[src/rtl/isochronous_pkg.sv]
`default_nettype none
// ----------------------------------------------------------------------------
// isochronous_pkg : width helpers and modulo arithmetic for isochronous blocks
// Revision 1.0
// ----------------------------------------------------------------------------
package isochronous_pkg;

   function automatic int ptr_width(input int depth);
      return $clog2(2 * depth);
   endfunction

   function automatic int cnt_width(input int depth);
      return $clog2(depth + 1);
   endfunction

   // (a - b) mod m, for operands already reduced into [0, m)
   function automatic int unsigned mod_sub(input int unsigned a,
                                           input int unsigned b,
                                           input int unsigned m);
      return (a >= b) ? (a - b) : (a + m - b);
   endfunction

endpackage
`default_nettype wire

[src/rtl/isochronous_stream_bridge.sv]
`default_nettype none
// ----------------------------------------------------------------------------
// isochronous_stream_bridge : valid/ready FIFO between two strobe-gated domains
// Revision 1.0
// ----------------------------------------------------------------------------
module isochronous_stream_bridge
   import isochronous_pkg::*;
#(
   parameter int DATA_WIDTH = 32,
   parameter int DEPTH      = 2
) (
   input  logic                          clk_i,
   input  logic                          rst_i,
   input  logic                          src_en_i,
   input  logic                          src_valid_i,
   output logic                          src_ready_o,
   input  logic [DATA_WIDTH-1:0]         src_data_i,
   output logic [cnt_width(DEPTH)-1:0]   src_free_o,
   input  logic                          dst_en_i,
   output logic                          dst_valid_o,
   input  logic                          dst_ready_i,
   output logic [DATA_WIDTH-1:0]         dst_data_o,
   output logic [cnt_width(DEPTH)-1:0]   dst_fill_o
);

   localparam int          PTR_W   = ptr_width(DEPTH);
   localparam int          CNT_W   = cnt_width(DEPTH);
   localparam int          IDX_W   = (DEPTH > 1) ? $clog2(DEPTH) : 1;
   localparam int unsigned PTR_MOD = 2 * DEPTH;

   logic [PTR_W-1:0]      wptr_q, wptr_d;
   logic [PTR_W-1:0]      rptr_q, rptr_d;
   logic [PTR_W-1:0]      src_rptr_q, src_rptr_d;
   logic [PTR_W-1:0]      dst_wptr_q, dst_wptr_d;
   logic [DATA_WIDTH-1:0] mem_q [DEPTH];
   logic                  push;
   logic                  pop;

   function automatic logic [PTR_W-1:0] ptr_inc(input logic [PTR_W-1:0] p);
      return (32'(p) == PTR_MOD - 1) ? '0 : p + 1'b1;
   endfunction

   // Pointers run over 2*DEPTH; the storage slot folds the upper half back down
   function automatic logic [IDX_W-1:0] slot(input logic [PTR_W-1:0] p);
      return (32'(p) >= DEPTH) ? IDX_W'(32'(p) - DEPTH) : IDX_W'(p);
   endfunction

   always_comb begin
      src_free_o  = CNT_W'(32'(DEPTH) - mod_sub(32'(wptr_q), 32'(src_rptr_q), PTR_MOD));
      src_ready_o = (src_free_o != '0);
      dst_fill_o  = CNT_W'(mod_sub(32'(dst_wptr_q), 32'(rptr_q), PTR_MOD));
      dst_valid_o = (dst_fill_o != '0);
      dst_data_o  = mem_q[slot(rptr_q)];
   end

   always_comb begin
      push       = src_en_i & src_valid_i & src_ready_o;
      pop        = dst_en_i & dst_valid_o & dst_ready_i;
      wptr_d     = push ? ptr_inc(wptr_q) : wptr_q;
      rptr_d     = pop  ? ptr_inc(rptr_q) : rptr_q;
      // Snapshots see the pointer before this cycle's update, keeping views conservative
      src_rptr_d = src_en_i ? rptr_q : src_rptr_q;
      dst_wptr_d = dst_en_i ? wptr_q : dst_wptr_q;
   end

   always_ff @(posedge clk_i) begin
      if (rst_i) begin
         wptr_q     <= '0;
         rptr_q     <= '0;
         src_rptr_q <= '0;
         dst_wptr_q <= '0;
      end else begin
         wptr_q     <= wptr_d;
         rptr_q     <= rptr_d;
         src_rptr_q <= src_rptr_d;
         dst_wptr_q <= dst_wptr_d;
      end
   end

   always_ff @(posedge clk_i) begin
      if (push) begin
         mem_q[slot(wptr_q)] <= src_data_i;
      end
   end

`ifndef SYNTHESIS
   logic                  hold_pend_q;
   logic [DATA_WIDTH-1:0] hold_data_q;

   always_ff @(posedge clk_i) begin
      if (rst_i) begin
         hold_pend_q <= 1'b0;
         hold_data_q <= '0;
      end else if (src_en_i) begin
         if (hold_pend_q) begin
            a_src_hold: assert (src_valid_i && (src_data_i == hold_data_q));
         end
         hold_pend_q <= src_valid_i & ~src_ready_o;
         hold_data_q <= src_data_i;
      end
   end

   a_src_stable: assert property (@(posedge clk_i) disable iff (rst_i)
      (!$past(src_en_i) && !$past(rst_i)) |-> $stable({src_ready_o, src_free_o}));

   a_dst_stable: assert property (@(posedge clk_i) disable iff (rst_i)
      (!$past(dst_en_i) && !$past(rst_i)) |-> $stable({dst_valid_o, dst_fill_o}));

   a_no_overflow: assert property (@(posedge clk_i) disable iff (rst_i)
      push |-> (mod_sub(32'(wptr_q), 32'(rptr_q), PTR_MOD) < DEPTH));

   a_no_underflow: assert property (@(posedge clk_i) disable iff (rst_i)
      pop |-> (mod_sub(32'(wptr_q), 32'(rptr_q), PTR_MOD) != 0));
`endif

endmodule
`default_nettype wire
[config.mk]
export PLATFORM = sky130hd
export DESIGN_NAME = isochronous_stream_bridge
export DESIGN_NICKNAME = d
export VERILOG_FILES = /design/src/rtl/isochronous_pkg.sv /design/src/rtl/isochronous_stream_bridge.sv
export SDC_FILE = /design/constraint.sdc
export NUM_CORES = 1
export LEC_CHECK = 0
export BUFFER_PORTS_ARGS = -buffer_cell sky130_fd_sc_hd__buf_2
export CAP_MARGIN = 20
export CORE_ASPECT_RATIO = 0.6
export CORE_MARGIN = 5
export CORE_UTILIZATION = 46
export DETAILED_ROUTE_END_ITERATION = 6
export GPL_ROUTABILITY_DRIVEN = 0
export HOLD_SLACK_MARGIN = 0.03
export PLACE_DENSITY = 0.84
export SYNTH_ARGS = -nofsm -noshare
export SYNTH_HDL_FRONTEND = slang
export SYNTH_SLANG_ARGS = --single-unit
[constraint.sdc]
create_clock -name clk_i -period 3.3 [get_ports clk_i]
set_clock_uncertainty 0.15 [all_clocks]
set_input_delay 0.165 -clock clk_i [delete_from_list [all_inputs] [get_ports clk_i]]
set_output_delay 0.165 -clock clk_i [all_outputs]
set_load 0.005 [all_outputs]
After elaboration in Yosys (flattened, before gate mapping)
Memories as Yosys holds them, arrays and structs flattened.
Index checks and enable logic that the tools add are counted.
{"block": "classes", "order_cmp": 4, "n_eq_ne": 2, "n_addsub": 11, "n_reduce_logical": 2, "mux": 8, "bitwise": 4}
{"op": "2-bit by 1-bit adder with 2-bit output, second input constant", "n": 4}
{"op": "2-bit 2-to-1 mux", "n": 4}
{"op": "2-bit subtractor", "n": 4}
{"op": "1-bit bitwise AND", "n": 4}
{"op": "2-bit == test, second input constant", "n": 2}
{"op": "2-bit >= comparator", "n": 2}
{"op": "2-bit >= comparator, second input constant", "n": 2}
{"op": "1-bit 2-to-1 mux", "n": 4}
{"op": "2-bit nonzero test", "n": 2}
{"op": "1-bit subtractor, second input constant", "n": 2}
{"op": "2-bit subtractor, first input constant", "n": 1}
{"block": "word_totals", "mem_count": 1, "regBits": 8, "mem_bits_rw": 64}
{"memory": "mem_q", "depth": 2, "word_bits": 32, "rd": 1, "rd_ports_with_merged_regs": 0, "write_ports": 1, "line_no": "isochronous_stream_bridge.sv:35", "rtl": "logic [DATA_WIDTH-1:0] mem_q [DEPTH];"}

Depth between registers and ports, before layout
Gate-level depths: netlist of run 1.
{"block": "depth", "depth_word": 8, "mapped_depth": 8}

Worst setup path before layout of run 1
Ideal clock, no wire load.
{"block": "synth_timing", "path_kind": "register to register", "startpoint": "register wptr_q[0]", "endpoint": "memory mem_q[0][0] (enable)", "path_slack_ns": 0.040, "t_arrival_ns": 2.689, "setup_ns": 0.421, "period_less_slack_ns": 3.260, "path_stages_with_launch": 8, "t_required_ns": 2.729, "path_buffers": 0, "cell_sequence": "dfxtp_1 -> inv_1 -> ha_1 -> xnor2_1 -> xnor2_1 -> ha_1 -> nand3b_1 -> nor2_1"}
{"block": "synth_between", "elab_chain_len": 8, "elab_cells_between_ends": 13, "classes_between": "add/sub (5); order compare (2); mux (4); bitwise (1); reduce/logical (1)"}
{"element": "from (decl)", "line_no": "isochronous_stream_bridge.sv:31", "rtl": "logic [PTR_W-1:0] wptr_q, wptr_d;"}
{"element": "from (signal assigned)", "line_no": "isochronous_stream_bridge.sv:73", "rtl": "wptr_q <= wptr_d;"}
{"element": "2-bit by 1-bit adder with 2-bit output", "line_no": "isochronous_pkg.sv:20", "rtl": "return (a >= b) ? (a - b) : (a + m - b);"}
{"element": "2-bit subtractor", "line_no": "isochronous_pkg.sv:20"}
{"element": "2-bit 2-to-1 mux", "line_no": "isochronous_pkg.sv:20"}
{"element": "2-bit subtractor", "line_no": "isochronous_stream_bridge.sv:49", "rtl": "src_free_o = CNT_W'(32'(DEPTH) - mod_sub(32'(wptr_q), 32'(src_rptr_q), PTR_MOD));"}
{"element": "2-bit nonzero test", "line_no": "isochronous_stream_bridge.sv:50", "rtl": "src_ready_o = (src_free_o != '0);"}
{"element": "1-bit bitwise AND", "line_no": "isochronous_stream_bridge.sv:57", "rtl": "push = src_en_i & src_valid_i & src_ready_o;"}
{"element": "1-bit 2-to-1 mux", "line_no": "isochronous_stream_bridge.sv:81", "rtl": "if (push) begin"}
{"element": "1-bit 2-to-1 mux (implied by the code)", "line_no": "isochronous_stream_bridge.sv:82", "rtl": "mem_q[slot(wptr_q)] <= src_data_i;"}
{"element": "to (decl)", "line_no": "isochronous_stream_bridge.sv:35"}
Parallel ways exist; a longest one is shown, timed or not.

Worst setup path in the final report of run 1
{"block": "layout_timing", "startpoint": "register wptr_q[0]", "endpoint": "memory mem_q[1][24] (enable)"}
Same word-level chain as after synthesis.

==> metrics.cfg, run 1 <==
[critical_path]
path_cells=inv_1, ha_1, xnor2_1, xnor2_1, ha_1, nand3b_1, nor2_4, buf_4
max_stage_delay_ns=0.46
criticalPathCategory=flop to flop
cp-start-kind=flop
crit_slowest_cell=dfxtp_1
required_ns=3.13
critPathTopFamily=buffers and inverters
worstPathMaxFanout=32
arrival_ns=2.48
cp-end-kind=flop
critPathBufInv=2

[sta]
min_period_ns=2.66
final.period_utilization=0.806
rsz0062_at_grt=no
setup_viol=0
worst_pin_slew_ns=0.433
tns_ns=0
fmax_ghz=0.376
hold_viol=0
post-route-worst-setup-slack_ns=0.641
slew_viol_final=0
relSlewSlack=0.711

[layout]
final_cell_mix=buf_2 (75), edfxtp_1 (64), dlygate4sd3_1 (35), mux2_2 (30)
stdcell_area_mm2=0.00385
antenna_cells=0
drive_gt1_frac=0.454
area_growth_pct=38.8
num-nets-final=311
layout_commonest_cell=buf_2

[flow_run]
max-cap-violations=0

[routing]
drt_first_pass_iters=4
dr.first_iter.drc_count=69
wire_per_inst_um=14.8
drt-vias-per-instance=4.64
drt.antenna.violating_nets=0
drc_errors=0
wl_um=5240
vias=1637

[synth]
avgSynthCellArea_um2=18.6
synthesis.area_mm2=0.00277
yosysWarnings=0
synth_cells=149
synth.yosys.seq_area_share=0.758
ys_ff_latch=73
synth_cell_types=21
syn-num-nets=192

[worst_hold_path]
min_path_type=input port to flop

[global_route]
grt_pass1_wl_um=8460
grt_usage=0.147
grt_antenna_before_repair=0
grt_overflow=0
grt_pass1_vias=1761
grt_start_max_net_pins=33

[clock_network]
cts.sinks=73
cts_buffers=9
post_cts_resized=0
hold_buffers=35
post_cts_buffers=0
path_clk_slew_ns=0.07
root_buffer=clkbuf_8
clk_path_buf_depth=2
cts_tree=done
htree_levels=3
clk_latency_ns=0.32

[die]
die_area_mm2=0.00773
initial_core_util=0.486
io-pin-count=76
die_h_um=70.1
coreArea_mm2=0.00570
rows=21
dieWidth_um=110

[pwr]
ir_drop_uv=355
leakage_nw=1.51
power_density_mw_per_mm2=523
finalPower_mw=2.01

[run_status]
status=finished clean

[placed_design]
io_buffers=75
place_ws_ns=0.644
place_area_mm2=0.00326
dp_hpwl_um=3450

[per-stage QoR]
stage / instances / util / hold slack (ns)
2_1_floorplan: 149 / - / 0.114
3_3_place_gp: 302 / 0.572 / 0.205
3_5_place_dp: 302 / 0.572 / 0.206
4_1_cts: 353 / 0.675 / 0.0408
5_1_grt: 353 / 0.675 / 0.0648
6_report: 353 / 0.675 / 0.0624
[layer usage]
layer,routed length (um),GRT usage,up-vias,part of all wire
met5,0,0,-,0
met4,88,0.0451,0,0.017
met3,323,0.0718,8,0.062
met2,2510,0.230,54,0.48
met1,2310,0.181,779,0.44
li1,-,-,796,-
[worst register-to-register path: cells and delay by family (launching register included)]
kind,cells,cell delay (ns)
buffers and inverters,2,0.53
AND/OR/NAND/NOR,2,0.48
flip-flops,1,0.46
adder cells (fa/ha/maj),2,0.42
XOR/XNOR,2,0.27
[final cells by class]
cell class	instances	area, um^2
Tap cell	80	100
Clock inverter	6	106
Sequential cell	73	2100
Inverter	6	22.5
Clock buffer	10	128
Fill cell	389	1860
Multi-Input combinational cell	65	639
Timing Repair Buffer	113	748
[path summary, 6_finish.rpt]
| path | start | cells past startpoint | slack (ns) | to |
|---|---|---|---|---|
| min reg2reg | dst_wptr_q[0]$_SDFFE_PP0P_ | 2 | 0.37 | dst_wptr_q[0]$_SDFFE_PP0P_ |
| max reg2reg | wptr_q[0]$_SDFFE_PP0N_ | 8 | 0.64 | mem_q[1][24]$_DFFE_PP_ |
| min | dst_ready_i | 4 | 0.06 | rptr_q[1]$_SDFFE_PP0P_ |
| max | wptr_q[0]$_SDFFE_PP0N_ | 8 | 0.64 | mem_q[1][24]$_DFFE_PP_ |
[state kept, by name, summed over array words and instances (netlist names), named ones only]
| name | cells |
|---|---|
| dst_wptr_q | 2 |
| mem_q | 64 |
| rptr_q | 2 |
| src_rptr_q | 2 |
| wptr_q | 2 |
[power by group]
part	switching (mW)	internal (mW)
Sequential	0.00892	1.04
Combinational	0.0755	0.0982
Clock	0.293	0.499
Total	0.377	1.64
[synthesized netlist by cell type]
master | instances | area share
dfxtp_1 | 9 | 0.065
mux2_2 | 30 | 0.12
clkbuf_1 | 2 | 0.0027
or2b_1 | 1 | 0.0027
buf_2 | 3 | 0.0054
or3_1 | 1 | 0.0023
a21oi_2 | 1 | 0.0032
a21oi_1 | 1 | 0.0018
inv_1 | 6 | 0.0081
nand2b_1 | 1 | 0.0023
nand3b_1 | 1 | 0.0027
edfxtp_1 | 64 | 0.69
ha_1 | 5 | 0.023
nor3_1 | 1 | 0.0018
mux2i_1 | 6 | 0.022
nor2b_1 | 1 | 0.0023
xnor2_1 | 2 | 0.0063
nand2_1 | 3 | 0.0041
nor2_1 | 7 | 0.0095
mux2_1 | 3 | 0.012
xnor3_1 | 1 | 0.0081
[logic make-up (layout without fill, tap and decap cells)]
family / count (synthesis) / in the layout / synth area share
DFF: 73 / 73 / 0.758
adders and majority gates: 5 / 5 / 0.0226
muxes: 39 / 39 / 0.156
buffers and inverters: 11 / 135 / 0.0163
xor gates and xnor gates: 3 / 3 / 0.0144
AOI/OAI and AO/OA: 2 / 2 / 0.00496
and+or+nand+nor: 16 / 16 / 0.0275
No activity file was read; power rests on OpenSTA's default activity.
==> inputs of run 2 (changes only) <==
--- a/config.mk
+++ b/config.mk
@@ -5,15 +5,16 @@
 export SDC_FILE = /design/constraint.sdc
 export NUM_CORES = 1
 export LEC_CHECK = 0
+export ABC_AREA = 1
 export BUFFER_PORTS_ARGS = -buffer_cell sky130_fd_sc_hd__buf_2
 export CAP_MARGIN = 20
 export CORE_ASPECT_RATIO = 0.6
 export CORE_MARGIN = 5
-export CORE_UTILIZATION = 46
+export CORE_UTILIZATION = 52
 export DETAILED_ROUTE_END_ITERATION = 6
 export GPL_ROUTABILITY_DRIVEN = 0
 export HOLD_SLACK_MARGIN = 0.03
-export PLACE_DENSITY = 0.84
+export PLACE_DENSITY = 0.89
 export SYNTH_ARGS = -nofsm -noshare
 export SYNTH_HDL_FRONTEND = slang
 export SYNTH_SLANG_ARGS = --single-unit
==> constraint.sdc (replaced) <==
create_clock -name clk_i -period 2.5 [get_ports clk_i]
set_clock_uncertainty 0.15 [all_clocks]
set_input_delay 0.125 -clock clk_i [delete_from_list [all_inputs] [get_ports clk_i]]
set_output_delay 0.125 -clock clk_i [all_outputs]
set_load 0.005 [all_outputs]
==> metrics.cfg, run 2 <==
[global_route]
grt_overflow=0
grt_pass1_vias=1769
grt_usage=0.163
grt_start_max_net_pins=34
grt_antenna_before_repair=0
grt_pass1_wl_um=8540

[layout]
area.sequential_mm2=0.00210
final_util=0.726
antenna_cells=0
final_cell_mix=buf_2 (75), edfxtp_1 (64), dlygate4sd3_1 (36), mux2_4 (30), inv_1 (11)
multiInputGateArea_um2=746
area_growth_pct=37.0
drive_gt1_frac=0.465
largest-register=mem_q
layout_commonest_cell=buf_2
n_fill_cell=359
num-nets-final=328
largest_reg_flops=64

[run_status]
status=finished clean

[routing]
drt.antenna.violating_nets=0
wire_per_inst_um=15.2
drt_first_pass_iters=4
vias=1700
dr.first_iter.drc_count=69
drc_errors=0
wl_um=5430
drt-vias-per-instance=4.76

[synth]
ys.flop_type=edfxtp_1
yosys-top-cells-area=edfxtp_1 (66%), mux2_4 (15%), dfxtp_1 (6.2%), ha_1 (2.2%), inv_1 (1.4%)
synth_cells=163
yosysWarnings=0
avgSynthCellArea_um2=17.8
netlist.area_leader.share=0.661
synth-edff-count=64
synth_top_area_cell=edfxtp_1
syn-num-nets=206
synth_top_cells_by_count=edfxtp_1 (64), mux2_4 (30), inv_1 (11)
ys_ff_latch=73
synth-async-reset-ratio=0
synth.yosys.seq_area_share=0.723
synth_cell_types=21
synthesis.area_mm2=0.00291
yosysMostFrequentCell=edfxtp_1

[die]
initial_core_util=0.530
die_area_mm2=0.00724
dieWidth_um=107
die_h_um=67.9
io-pin-count=76
rows=21
coreArea_mm2=0.00549

[clock_network]
path_clk_slew_ns=0.07
clk_latency_ns=0.33
cts.sinks=73
root_buffer=clkbuf_8
cts_tree=done
cts_buffers=9
post_cts_buffers=0
htree_levels=3
clk_path_buf_depth=2

[critical_path]
arrival_ns=2.19
criticalPathCategory=flop to flop
cp-end-kind=flop
max_stage_delay_ns=0.37
regToRegSetupSlack_ns=0.19
worstPathMaxFanout=33
r2r_start=wptr_q[0]$_SDFFE_PP0N_
crit_slowest_cell=dfxtp_2
regToRegEndpoint=mem_q[1][21]$_DFFE_PP_
rr_worst_depth=10
required_ns=2.38
path_cells=inv_1, ha_1, xnor2_1, xor2_1, inv_1, ha_1, inv_1, nand3_4, nor2_4, buf_12
cp-start-kind=flop
cpMostUsedCell=inv_1

[pwr]
clockPowerShare=0.336
ir_drop_uv=425
leakage_nw=1.64
combPwrFrac=0.145
power_density_mw_per_mm2=688
p_seq_frac=0.520
sw_frac_of_total=0.211
internal-power_mw=2.16
switchingPower_uw=579

[worst_hold_path]
min_path_type=input port to flop
hold_depth=6
holdPathEnd=rptr_q[1]$_SDFFE_PP0P_
min_from=dst_ready_i

[sta]
hold_viol=0
final.period_utilization=0.925
tns_ns=0
rsz0062_at_grt=no
min_period_ns=2.31
slew_viol_final=0
relSlewSlack=0.694
worst_pin_slew_ns=0.460
setup_viol=0
fmax_ghz=0.432

[placed_design]
dp_hpwl_um=3650
io_buffers=75

[flow_run]
max-cap-violations=0

==> run 2: worst max path at each step <==
stage,start,end,slack [ns],cells past startpoint
floorplan,wptr_q[0]$_SDFFE_PP0N_,mem_q[1][0]$_DFFE_PP_,0.02,9
global placement,wptr_q[0]$_SDFFE_PP0N_,mem_q[1][18]$_DFFE_PP_,0.24,10
detailed placement,wptr_q[0]$_SDFFE_PP0N_,mem_q[1][18]$_DFFE_PP_,0.21,10
CTS,wptr_q[0]$_SDFFE_PP0N_,mem_q[1][1]$_DFFE_PP_,0.18,10
global route,wptr_q[0]$_SDFFE_PP0N_,mem_q[1][21]$_DFFE_PP_,0.02,10
finish,wptr_q[0]$_SDFFE_PP0N_,mem_q[1][21]$_DFFE_PP_,0.19,10
==> run 2: kinds of logic after synthesis <==
group / after synthesis / synth area share
buffers and inverters: 17 / 0.0301
flip-flops: 73 / 0.723
adder cells (fa/ha/maj): 5 / 0.0215
AND/OR/NAND/NOR: 24 / 0.0396
AO/OA/AOI/OAI: 10 / 0.0172
XOR/XNOR: 2 / 0.00603
multiplexers: 32 / 0.163
==> run 2: cell type report <==
type / count / share of cell area
Sequential cell: 73 / 0.528
Timing Repair Buffer: 115 / 0.202
Multi-Input combinational cell: 73 / 0.187
Clock buffer: 9 / 0.0311
Tap cell: 69 / 0.0217
Clock inverter: 5 / 0.0182
Inverter: 13 / 0.0122
==> run 2: metrics by stage <==
step | total power [mW] | area (um^2) | std cells | hold WS [ns] | setup WS (ns)
floorplan | 1.66 | 2940 | 163 | 0.0468 | 0.0215
global placement | 1.80 | 3430 | 307 | 0.163 | 0.238
detailed placement | 1.81 | 3430 | 307 | 0.166 | 0.208
CTS | 2.77 | 3990 | 357 | 0.0551 | 0.181
global route | 2.87 | 3990 | 357 | 0.0770 | 0.0201
finish | 2.74 | 3990 | 357 | 0.0745 | 0.188
==> run 2: routing by layer <==
layer	GRT usage	routed length [um]
met1	0.192	2340
met5	0	0
met3	0.0754	413
met2	0.271	2640
met4	0.0526	39
==> run 2: repair_timing <==
action / 4_1_cts / 5_1_grt
hold endpoints to repair: 73 / 0
hold buffers: 36 / 0
gates resized for setup: 0 / 0
==> run 2: power by group through the flow <==
stage          sequential [mW]  combinational [mW]  clock, mW
2_1_floorplan             1.44               0.220          0
3_3_place_gp              1.45               0.349          0
3_5_place_dp              1.45               0.357          0
4_1_cts                   1.43               0.403      0.945
5_1_grt                   1.43               0.439      0.996
6_report                  1.43               0.397      0.921
==> run 2: worst max-delay path: cells and delay by family, from the launching register on <==
family                   cells  cell delay (ns)
adder cells (fa/ha/maj)      2             0.39
XOR/XNOR                     2             0.34
flip-flops                   1             0.37
AND/OR/NAND/NOR              2             0.26
buffers and inverters        4             0.48
==> inputs of run 3 (changes only) <==
--- a/config.mk
+++ b/config.mk
@@ -5,16 +5,15 @@
 export SDC_FILE = /design/constraint.sdc
 export NUM_CORES = 1
 export LEC_CHECK = 0
-export ABC_AREA = 1
 export BUFFER_PORTS_ARGS = -buffer_cell sky130_fd_sc_hd__buf_2
 export CAP_MARGIN = 20
 export CORE_ASPECT_RATIO = 0.6
 export CORE_MARGIN = 5
-export CORE_UTILIZATION = 52
+export CORE_UTILIZATION = 45
 export DETAILED_ROUTE_END_ITERATION = 6
 export GPL_ROUTABILITY_DRIVEN = 0
 export HOLD_SLACK_MARGIN = 0.03
-export PLACE_DENSITY = 0.89
+export PLACE_DENSITY = 0.8
 export SYNTH_ARGS = -nofsm -noshare
 export SYNTH_HDL_FRONTEND = slang
 export SYNTH_SLANG_ARGS = --single-unit
==> metrics.cfg, run 3 (synthesized netlist as in run 1, its figures left out) <==
[critical_path]
cp-end-kind=flop
regToRegSetupSlack_ns=0.20
arrival_ns=2.18
worstPathMaxFanout=32
rr_worst_depth=8
cp-startpoint=wptr_q[0]$_SDFFE_PP0N_
regToRegEndpoint=mem_q[1][27]$_DFFE_PP_
required_ns=2.38
r2r_start=wptr_q[0]$_SDFFE_PP0N_
cp-start-kind=flop
criticalPathCategory=flop to flop

[routing]
drt_first_pass_iters=4
vias=1673
drc_errors=0
top_layer=met4
drt.antenna.violating_nets=0
wl_met3_um=417
wl_met1_um=2420
drt-vias-per-instance=4.66
wl_met2_um=2730
wire_per_inst_um=15.7
dr.first_iter.drc_count=45
wl_um=5650

[sta]
final.period_utilization=0.921
relSlewSlack=0.694
hold_viol=0
worst_pin_slew_ns=0.458
rsz0062_at_grt=no
setup_viol=0
slew_viol_final=0
post-route-worst-setup-slack_ns=0.198
fmax_ghz=0.434
min_period_ns=2.30

[global_route]
grt_usage=0.151
grt_pass1_wl_um=9030
grt_antenna_before_repair=0
grt_overflow=0
grt_start_max_net_pins=33
grt_pass1_vias=1801

[layout]
num-nets-final=313
area_growth_pct=40.8
layout_commonest_cell=buf_2
final_cell_mix=buf_2 (75), edfxtp_1 (64), dlygate4sd3_1 (36), mux2_2 (30), clkbuf_8 (11)
largest_reg_flops=64
drive_gt1_frac=0.465
antenna_cells=0
final_util=0.644
largest-register=mem_q

[die]
coreArea_mm2=0.00606
dieWidth_um=111
rows=22
initial_core_util=0.458
io-pin-count=76
die_area_mm2=0.00788
die_h_um=70.8

[worst_hold_path]
min_path_type=input port to flop
hold_depth=4
holdPathEnd=wptr_q[0]$_SDFFE_PP0N_
min_from=src_valid_i

[clock_network]
htree_levels=3
root_buffer=clkbuf_8
post_cts_buffers=0
cts.sinks=73
clk_latency_ns=0.34
path_clk_slew_ns=0.07
clk_path_buf_depth=2
cts_buffers=9
post_cts_resized=0
cts_tree=done

[placed_design]
io_buffers=75
dp_hpwl_um=3520
place_ws_ns=0.217

[pwr]
power_density_mw_per_mm2=677
ir_drop_uv=381
combPwrFrac=0.091
p_seq_frac=0.524
sw_frac_of_total=0.197
internal-power_mw=2.12
switchingPower_uw=522
clockPowerShare=0.385
leakage_nw=1.53

[run_status]
status=finished clean

[flow_run]
max-cap-violations=0

-- run 3: final cells by class --
cell class | instances | area (um^2)
timing repair buffer | 115 | 803
sequential | 73 | 2100
inverter | 6 | 22.5
tap | 84 | 105
multi-input combinational | 65 | 639
clock inverter | 5 | 77.6
clock buffer | 11 | 151
fill | 432 | 2150
-- run 3: repair_timing --
action	4_1_cts	5_1_grt
endpoints found under the hold margin	71	0
hold buffers	36	0
setup endpoints to repair	0	0
-- run 3: worst max-delay path, cell delays in order (launching register included) --
cell      delay [ns]
dfxtp_1         0.33
inv_1           0.08
ha_1            0.22
xnor2_1         0.13
xnor2_1         0.13
ha_1            0.19
nand3b_1        0.34
nor2_4          0.19
buf_12          0.23
-- run 3: stage by stage --
stage | TNS [ns] | std cells | hold WS, ns | total power, mW | cell area (um^2)
6_report | 0 | 359 | 0.219 | 2.64 | 3900
5_1_grt | 0 | 359 | 0.229 | 2.75 | 3900
4_1_cts | 0 | 359 | 0.194 | 2.67 | 3900
3_5_place_dp | 0 | 307 | 0.168 | 1.61 | 3310
3_3_place_gp | 0 | 307 | 0.163 | 1.60 | 3310
2_1_floorplan | -18.67 | 149 | 0.0739 | 1.50 | 2780
-- run 3: worst max path at each step --
stage | end | slack, ns | cells after the start
after floorplan | mem_q[1][0]$_DFFE_PP_ | -0.29 | 7
after global placement | mem_q[1][20]$_DFFE_PP_ | 0.25 | 8
after detailed placement | mem_q[1][19]$_DFFE_PP_ | 0.22 | 8
after CTS | mem_q[0][27]$_DFFE_PP_ | 0.20 | 8
after global routing | mem_q[1][27]$_DFFE_PP_ | 0.07 | 8
final | mem_q[1][27]$_DFFE_PP_ | 0.20 | 8
-- run 3: layer usage --
layer / global-route usage / vias to the layer above
li1: - / 801
met1: 0.175 / 812
met2: 0.253 / 52
met3: 0.0735 / 8
met4: 0.0445 / 0
met5: 0 / -
-- run 3: power groups by stage --
stage	clock (mW)	sequential [mW]	combinational, mW
after global placement	0	1.41	0.196
after detailed placement	0	1.41	0.198
after floorplan	0	1.41	0.0907
after global routing	1.10	1.39	0.265
final	1.02	1.38	0.242
after CTS	1.04	1.38	0.242
